[config.mk]
export PLATFORM = sky130hd
export DESIGN_NAME = ioctl_rom_loader
export DESIGN_NICKNAME = d
export VERILOG_FILES = /design/src/rtl/ioctl_rom_loader.sv
export SDC_FILE = /design/constraint.sdc
export NUM_CORES = 1
export LEC_CHECK = 0
export BUFFER_PORTS_ARGS = -buffer_cell sky130_fd_sc_hd__buf_2
export CORE_MARGIN = 5
export CORE_UTILIZATION = 40
export CTS_BUF_LIST = sky130_fd_sc_hd__clkbuf_16
export DETAILED_ROUTE_END_ITERATION = 10
export PLACE_DENSITY_LB_ADDON = 0.12
export SKIP_LAST_GASP = 1
export SLEW_MARGIN = 20
export SYNTH_ARGS = -nofsm -noshare
export SYNTH_HDL_FRONTEND = slang
export SYNTH_SLANG_ARGS = --single-unit
[constraint.sdc]
create_clock -name clk_sys -period 2.5 [get_ports clk_sys]
set_input_delay 0.5 -clock clk_sys [delete_from_list [all_inputs] [get_ports clk_sys]]
set_output_delay 0.5 -clock clk_sys [all_outputs]
set_load 0.01 [all_outputs]
[src/rtl/ioctl_rom_loader.sv]
// ioctl_rom_loader: shares the single-port program/char ROM BRAM between the hps_io download
// stream and CPU fetches. Optional feature macro: LOADER_CHECKSUM_EN (adds the csum output).
module ioctl_rom_loader #(
  parameter int         ADDR_W    = 16,
  parameter logic [7:0] ROM_INDEX = 8'd0
) (
  input  logic              clk_sys,
  input  logic              reset,
  input  logic              ioctl_download,
  input  logic [7:0]        ioctl_index,
  input  logic              ioctl_wr,
  input  logic [24:0]       ioctl_addr,
  input  logic [7:0]        ioctl_data,
  output logic              ioctl_wait,
  input  logic              cpu_req,
  input  logic [ADDR_W-1:0] cpu_addr,
  output logic [7:0]        cpu_dout,
  output logic              cpu_ack,
  output logic              cpu_hold,
  output logic [ADDR_W-1:0] mem_addr,
  output logic [7:0]        mem_din,
  output logic              mem_we,
  input  logic [7:0]        mem_q,
`ifdef LOADER_CHECKSUM_EN
  output logic [7:0]        csum,
`endif
  output logic              load_done
);

  typedef enum logic [1:0] {
    IDLE,
    WR,
    RD,
    RDW
  } state_t;

  state_t            state;
  state_t            state_next;

  logic              match;
  logic              in_range;
  logic              capture;

  logic              pend;
  logic [ADDR_W-1:0] pend_addr;
  logic [7:0]        pend_data;

  logic              hold_d;

  logic              start_wr;
  logic              start_rd;
  logic              end_wr;
  logic              end_rd;

  assign match    = ioctl_download && (ioctl_index == ROM_INDEX);
  assign in_range = ((ioctl_addr >> ADDR_W) == '0);
  assign capture  = ioctl_wr && match && in_range && !pend;

  always_ff @(posedge clk_sys) begin
    if (reset) begin
      state <= IDLE;
    end else begin
      state <= state_next;
    end
  end

  // A byte being captured this cycle counts as a simultaneous write and defers a new read.
  always_comb begin
    state_next = state;
    start_wr   = 1'b0;
    start_rd   = 1'b0;
    end_wr     = 1'b0;
    end_rd     = 1'b0;
    case (state)
      IDLE: begin
        if (pend) begin
          state_next = WR;
          start_wr   = 1'b1;
        end else if (cpu_req && !capture) begin
          state_next = RD;
          start_rd   = 1'b1;
        end
      end
      WR: begin
        state_next = IDLE;
        end_wr     = 1'b1;
      end
      RD: begin
        state_next = RDW;
      end
      RDW: begin
        state_next = IDLE;
        end_rd     = 1'b1;
      end
      default: begin
        state_next = IDLE;
      end
    endcase
  end

  always_ff @(posedge clk_sys) begin
    if (reset) begin
      pend       <= 1'b0;
      pend_addr  <= '0;
      pend_data  <= 8'd0;
      ioctl_wait <= 1'b0;
    end else if (capture) begin
      pend       <= 1'b1;
      pend_addr  <= ioctl_addr[ADDR_W-1:0];
      pend_data  <= ioctl_data;
      ioctl_wait <= 1'b1;
    end else if (end_wr) begin
      pend       <= 1'b0;
      ioctl_wait <= 1'b0;
    end
  end

  always_ff @(posedge clk_sys) begin
    if (reset) begin
      mem_addr <= '0;
      mem_din  <= 8'd0;
      mem_we   <= 1'b0;
    end else if (start_wr) begin
      mem_addr <= pend_addr;
      mem_din  <= pend_data;
      mem_we   <= 1'b1;
    end else if (start_rd) begin
      mem_addr <= cpu_addr;
      mem_we   <= 1'b0;
    end else if (end_wr) begin
      mem_we   <= 1'b0;
    end
  end

  always_ff @(posedge clk_sys) begin
    if (reset) begin
      cpu_dout <= 8'd0;
      cpu_ack  <= 1'b0;
    end else begin
      cpu_ack <= end_rd;
      if (end_rd) begin
        cpu_dout <= mem_q;
      end
    end
  end

  // load_done trails the fall of cpu_hold by one edge, so it needs its own delayed copy.
  always_ff @(posedge clk_sys) begin
    if (reset) begin
      cpu_hold  <= 1'b0;
      hold_d    <= 1'b0;
      load_done <= 1'b0;
    end else begin
      cpu_hold  <= match;
      hold_d    <= cpu_hold;
      load_done <= hold_d && !cpu_hold;
    end
  end

`ifdef LOADER_CHECKSUM_EN
  always_ff @(posedge clk_sys) begin
    if (reset) begin
      csum <= 8'd0;
    end else if (match && !cpu_hold) begin
      csum <= 8'd0;
    end else if (end_wr) begin
      csum <= csum + mem_din;
    end
  end
`endif

endmodule
==> results of run 1 <==
-- routing by layer --
metal  routed length, microns  up-vias
met5                        0        -
met4                      127        0
met3                      560       12
met2                     3280       80
met1                     3100     1141
li1                         -     1282
-- logic make-up (layout without fill, tap and decap cells) --
logic type,count (synthesis),after routing,share of synthesized area (%)
simple gates,145,145,26.6
compound gates,70,70,15.4
flops,64,64,50.5
buf+inv,25,135,4.24
mux,8,8,3.16
-- final timing paths --
path                                            start                          to  slack (ns)  cells past startpoint
worst min-delay path                   ioctl_addr[15]  pend_addr[15]$_SDFFE_PP0P_        0.42                      3
worst max-delay path            state[0]$_SDFFE_PP0P_   mem_addr[11]$_SDFFE_PP0P_        0.57                      5
worst min register to register    cpu_hold$_SDFF_PP0_        load_done$_SDFF_PP0_        0.45                      1
worst max register to register  state[0]$_SDFFE_PP0P_   mem_addr[11]$_SDFFE_PP0P_        0.57                      5
-- sequential cells by signal (all words and copies together) (netlist names), 2 cells and up --
register	cells
mem_addr	16
pend_addr	16
cpu_dout	8
mem_din	8
pend_data	8
state	2
-- power by group --
| group | switching, mW | internal [mW] |
|---|---|---|
| clock network | 0.407 | 0.751 |
| registers | 0.0184 | 1.05 |
| logic | 0.118 | 0.103 |
| total | 0.544 | 1.90 |
-- stage by stage --
stage                     instances  area [sq um]  setup slack, ns  hold slack (ns)  util, %
after floorplan                 312          2530            0.630            0.431        -
after global placement          483          3150            0.470            0.439     50.4
after detailed placement        483          3150            0.419            0.433     50.4
after CTS                       499          3430            0.527            0.414     54.9
after global routing            499          3430            0.412            0.413     54.9
final                           499          3430            0.573            0.420     54.9
-- worst max-delay path, stage by stage (launching register included) --
cell and delay [ns]:
dfxtp_1 0.33, nor2_1 0.04, buf_4 0.18, nand2_1 0.64, nand2_1 0.29, o221a_2 0.32
-- final cells by class --
type / instances / share of cell area, %
multi-input cells: 223 / 33.4
repair buffers: 118 / 18.1
inverters: 1 / 0.110
clock inverters: 7 / 1.57
clock buffers: 9 / 6.57
flip-flops and latches: 64 / 37.4
well taps: 77 / 2.81
-- placed cells by master, fill, tap and decap left out, types with 2 or more instances in the layout --
cell	n
o221a_2	5
nor2_1	45
nor3_1	38
mux2i_1	8
inv_1	2
buf_2	106
dfxtp_1	64
clkbuf_16	9
clkinv_1	4
o21ai_0	27
nand3_1	9
a21oi_1	36
buf_4	12
nand2_1	43
==> results_dict.tcl, run 1 <==
set metrics [dict create \
    grt_util_met1_pct 22.6 \
    p_leak_nw 1.48 \
    path_clk_slew_ns 0.05 \
    min_period_ns 1.93 \
    die_w_microns 89.6 \
    seq_area_sq_um 1280 \
    vias_per_cell 5.04 \
    hp-class "in -> reg" \
    root_buffer "clkbuf_16" \
    ctsLongestPathBuffers 2 \
    drc 0 \
    area_delta_synth_final_pct 35.2 \
    synth_cell_types 27 \
    synth_warnings 0 \
    initialDrtViolationCount 131 \
    synthTopCellsByCount "dfxtp_1 (64), nor2_1 (45), nand2_1 (43)" \
    worstSetupStartpointType "flip-flop" \
    gr-usage-met3_pct 4.93 \
    crit_type "reg -> reg" \
    ioPinCount 107 \
    fin_setup_tns_ns 0 \
    tightest_slew_ns 0.845 \
    clk_latency_ns 0.31 \
    slew_headroom_pct 43.5 \
    grt_antenna_before_repair 0 \
    fin_skew_ns 0.00362 \
    cts_made_buffers 9 \
    cts_setup_buffers 0 \
    cts_hold_repair.buffers 0 \
    grt_pass1_vias 2270 \
    rows 29 \
    grtUsageMet2_pct 28.0 \
    vias 2515 \
    ant_nets 0 \
    syn-num-nets 382 \
    synth_edf_count 0 \
    grt_busiest_layer "met2" \
    die_area_sq_um 8030 \
    grt_pass1_wl_mm 10.9 \
    grt_remaining_overflow 0 \
    dpl.hpwl_mm 5.06 \
    fillers 597 \
    seq_area_frac_synth_pct 50.5 \
    yosysMostFrequentCell "dfxtp_1" \
    rsz0062_at_grt "no" \
    initial_core_util_pct 40.6 \
    numClockSinks 64 \
    post_drt_wl_per_cell_microns 14.2 \
    die_y_microns 89.6 \
    antennaDiodeCount 0 \
    vdd_drop_max_mv 0.406 \
    yosys-top-cells-area "dfxtp_1 (51%), nor3_1 (7.5%), a21oi_1 (7.1%)" \
    setup_violations 0 \
    synth_cells 312 \
    grt_max_degree 42 \
    synth_top_area_share_pct 50.5 \
    power_mw 2.45 \
    synth.avg_cell_area_sq_um 8.12 \
    yosys_most_used_dff "dfxtp_1" \
    layout-drive-gt1-share_pct 32.9 \
    crit_required_ns 2.70 \
    fmax_mhz 519 \
    drtPass1Iterations 4 \
    grt_usage_pct 17.7 \
    multiInputGateArea_sq_um 1150 \
    final_max_slew_viol_count 0 \
    status "finished clean" \
    gp_congestion 0.796 \
    final_nets 487 \
    drv_cap 0 \
    io_buffers 106 \
    period_share_pct 77.1 \
    ys_ff_latch 64 \
    arrival_ns 2.13 \
    core_area_sq_um 6240 \
    cts_tree "yes" \
    htreeDepth 3 \
    synthesis.area_sq_um 2530 \
    synth_area_leader_cell "dfxtp_1" \
    cts_resized 0 \
    path_max_fanout 25 \
    wirelength_mm 7.07 \
    hold_viol_final 0 \
    power_density_nw_per_um2 714 \
    synthArstFlopShare_pct 0 \
    worst_setup_path_end_kind "flip-flop" \
]
(Power assumes the default switching activity.)
==> run 2: changes to the inputs <==
- clock period: 2.5 -> 1.7 ns (I/O delays scaled with it)
==> results_dict.tcl, run 2 (synthesized netlist as in run 1, its figures left out) <==
set metrics [dict create \
    status "finished clean" \
    grt_usage_pct 17.7 \
    area_delta_synth_final_pct 41.3 \
    hold_viol_final 0 \
    reg_top3 "mem_addr (16), pend_addr (16)" \
    grt_max_degree 28 \
    die_w_microns 89.6 \
    min_period_ns 1.59 \
    tightest_slew_ns 0.420 \
    rsz0062_at_grt "yes" \
    drtPass1Iterations 5 \
    layout-drive-gt1-share_pct 34.8 \
    ctsLongestPathBuffers 2 \
    layout_commonest_cell "buf_2" \
    drv_cap 0 \
    final_cell_mix "buf_2 (106), dfxtp_1 (63), nor2_1 (45)" \
    r2r_setup_slack_ns 0.11 \
    final_max_slew_viol_count 0 \
    crit_type "reg -> reg" \
    ff2ff_path_depth 7 \
    hp-class "in -> reg" \
    ant_nets 0 \
    antennaDiodeCount 0 \
    fin_util_pct 57.4 \
    fin_skew_ns 0.00702 \
    vdd_drop_max_mv 0.724 \
    vias 2549 \
    worstSetupStartpointType "flip-flop" \
    power_density_nw_per_um2 1050 \
    cts_made_buffers 9 \
    placed_cells 491 \
    post_drt_wl_per_cell_microns 13.6 \
    die_y_microns 89.6 \
    grt_pass1_wl_mm 11.1 \
    clk_latency_ns 0.32 \
    die_area_sq_um 8030 \
    cts_tree "yes" \
    htreeDepth 3 \
    arrival_ns 1.80 \
    io_buffers 106 \
    r2r-end "pend_data[6]$_SDFFE_PP0P_" \
    crit_end "pend_data[6]$_SDFFE_PP0P_" \
    fillers 610 \
    root_buffer "clkbuf_16" \
    cts_hold_repair.buffers 0 \
    gp_congestion 0.754 \
    drc 0 \
    worst_setup_path_end_kind "flip-flop" \
    reg2reg_from "pend$_SDFFE_PP0P_" \
    multiInputGateArea_sq_um 1150 \
    critPathLaunch "pend$_SDFFE_PP0P_" \
    grt_antenna_before_repair 0 \
    seq_area_sq_um 1280 \
    p_leak_nw 1.55 \
    path_max_fanout 4 \
    vias_per_cell 5.02 \
    crit_required_ns 1.91 \
    grt_remaining_overflow 0 \
    path_clk_slew_ns 0.05 \
    final_nets 496 \
    grt_pass1_vias 2384 \
    period_share_pct 93.5 \
    dpl.hpwl_mm 4.95 \
    ioPinCount 107 \
    core_area_sq_um 6240 \
    initialDrtViolationCount 98 \
    rows 29 \
    slew_headroom_pct 71.9 \
    fmax_mhz 629 \
    initial_core_util_pct 40.6 \
    numClockSinks 64 \
    setup_violations 0 \
    wirelength_mm 6.91 \
    stdcell_count 508 \
]
[run 2: layout make-up]
class                      instances  area share [%]
clock buffer                       9            6.29
clock inverter                     7            2.20
inverter                           1           0.105
multi-input combinational        223            32.1
sequential                        64            35.8
tap                               77            2.69
timing repair buffer             127            20.9
[run 2: per-layer routing]
metal  wire [microns]  share of wire, %  track usage [%]  vias up
met4              104               1.5             7.44        0
met1             3090                45             23.0     1163
met5                0                 0                0        -
li1                 -                 -                -     1305
met3              507               7.3             4.47       10
met2             3210                46             28.1       71
[run 2: repair_timing]
action | in CTS | in global routing
resized for setup | 0 | 3
buffers inserted | 0 | 0
setup endpoints to repair | 0 | 19
[run 2: metrics by stage]
stage	setup WS, ns	hold slack [ns]	instance area [sq um]	total power [mW]	setup TNS [ns]
finish	0.110	0.258	3580	3.76	0
global route	-0.0106	0.266	3580	3.92	-0.0215
CTS	0.0911	0.252	3550	3.81	0
detailed placement	-0.149	0.443	3250	1.94	-2.39
global placement	-0.113	0.440	3250	1.93	-1.89
floorplan	0.0000363	0.431	2530	1.76	0
[run 2: power by group]
part | switching, mW | internal, mW | leakage (nW)
combinational | 0.175 | 0.161 | 0.878
sequential | 0.0263 | 1.54 | 0.520
clock | 0.604 | 1.26 | 0.155
[run 2: worst min-delay path by stage]
stage	cells past startpoint	start	slack [ns]	end
global placement	2	pend_data[6]$_SDFFE_PP0P_	0.44	mem_din[6]$_SDFFE_PP0P_
finish	3	ioctl_addr[2]	0.26	pend_addr[2]$_SDFFE_PP0P_
CTS	3	ioctl_addr[2]	0.25	pend_addr[2]$_SDFFE_PP0P_
global route	3	ioctl_addr[15]	0.27	pend_addr[15]$_SDFFE_PP0P_
detailed placement	2	cpu_dout[3]$_SDFFE_PP0P_	0.44	cpu_dout[3]$_SDFFE_PP0P_
floorplan	2	pend_data[0]$_SDFFE_PP0P_	0.43	mem_din[0]$_SDFFE_PP0P_
[run 2: worst max-delay path, stage by stage, from the launching register on]
cell	delay (ns)
dfxtp_2	0.33
nor4_4	0.31
nand3_4	0.13
buf_6	0.14
nor2_4	0.16
clkbuf_16	0.18
mux2i_1	0.18
nor2_1	0.05
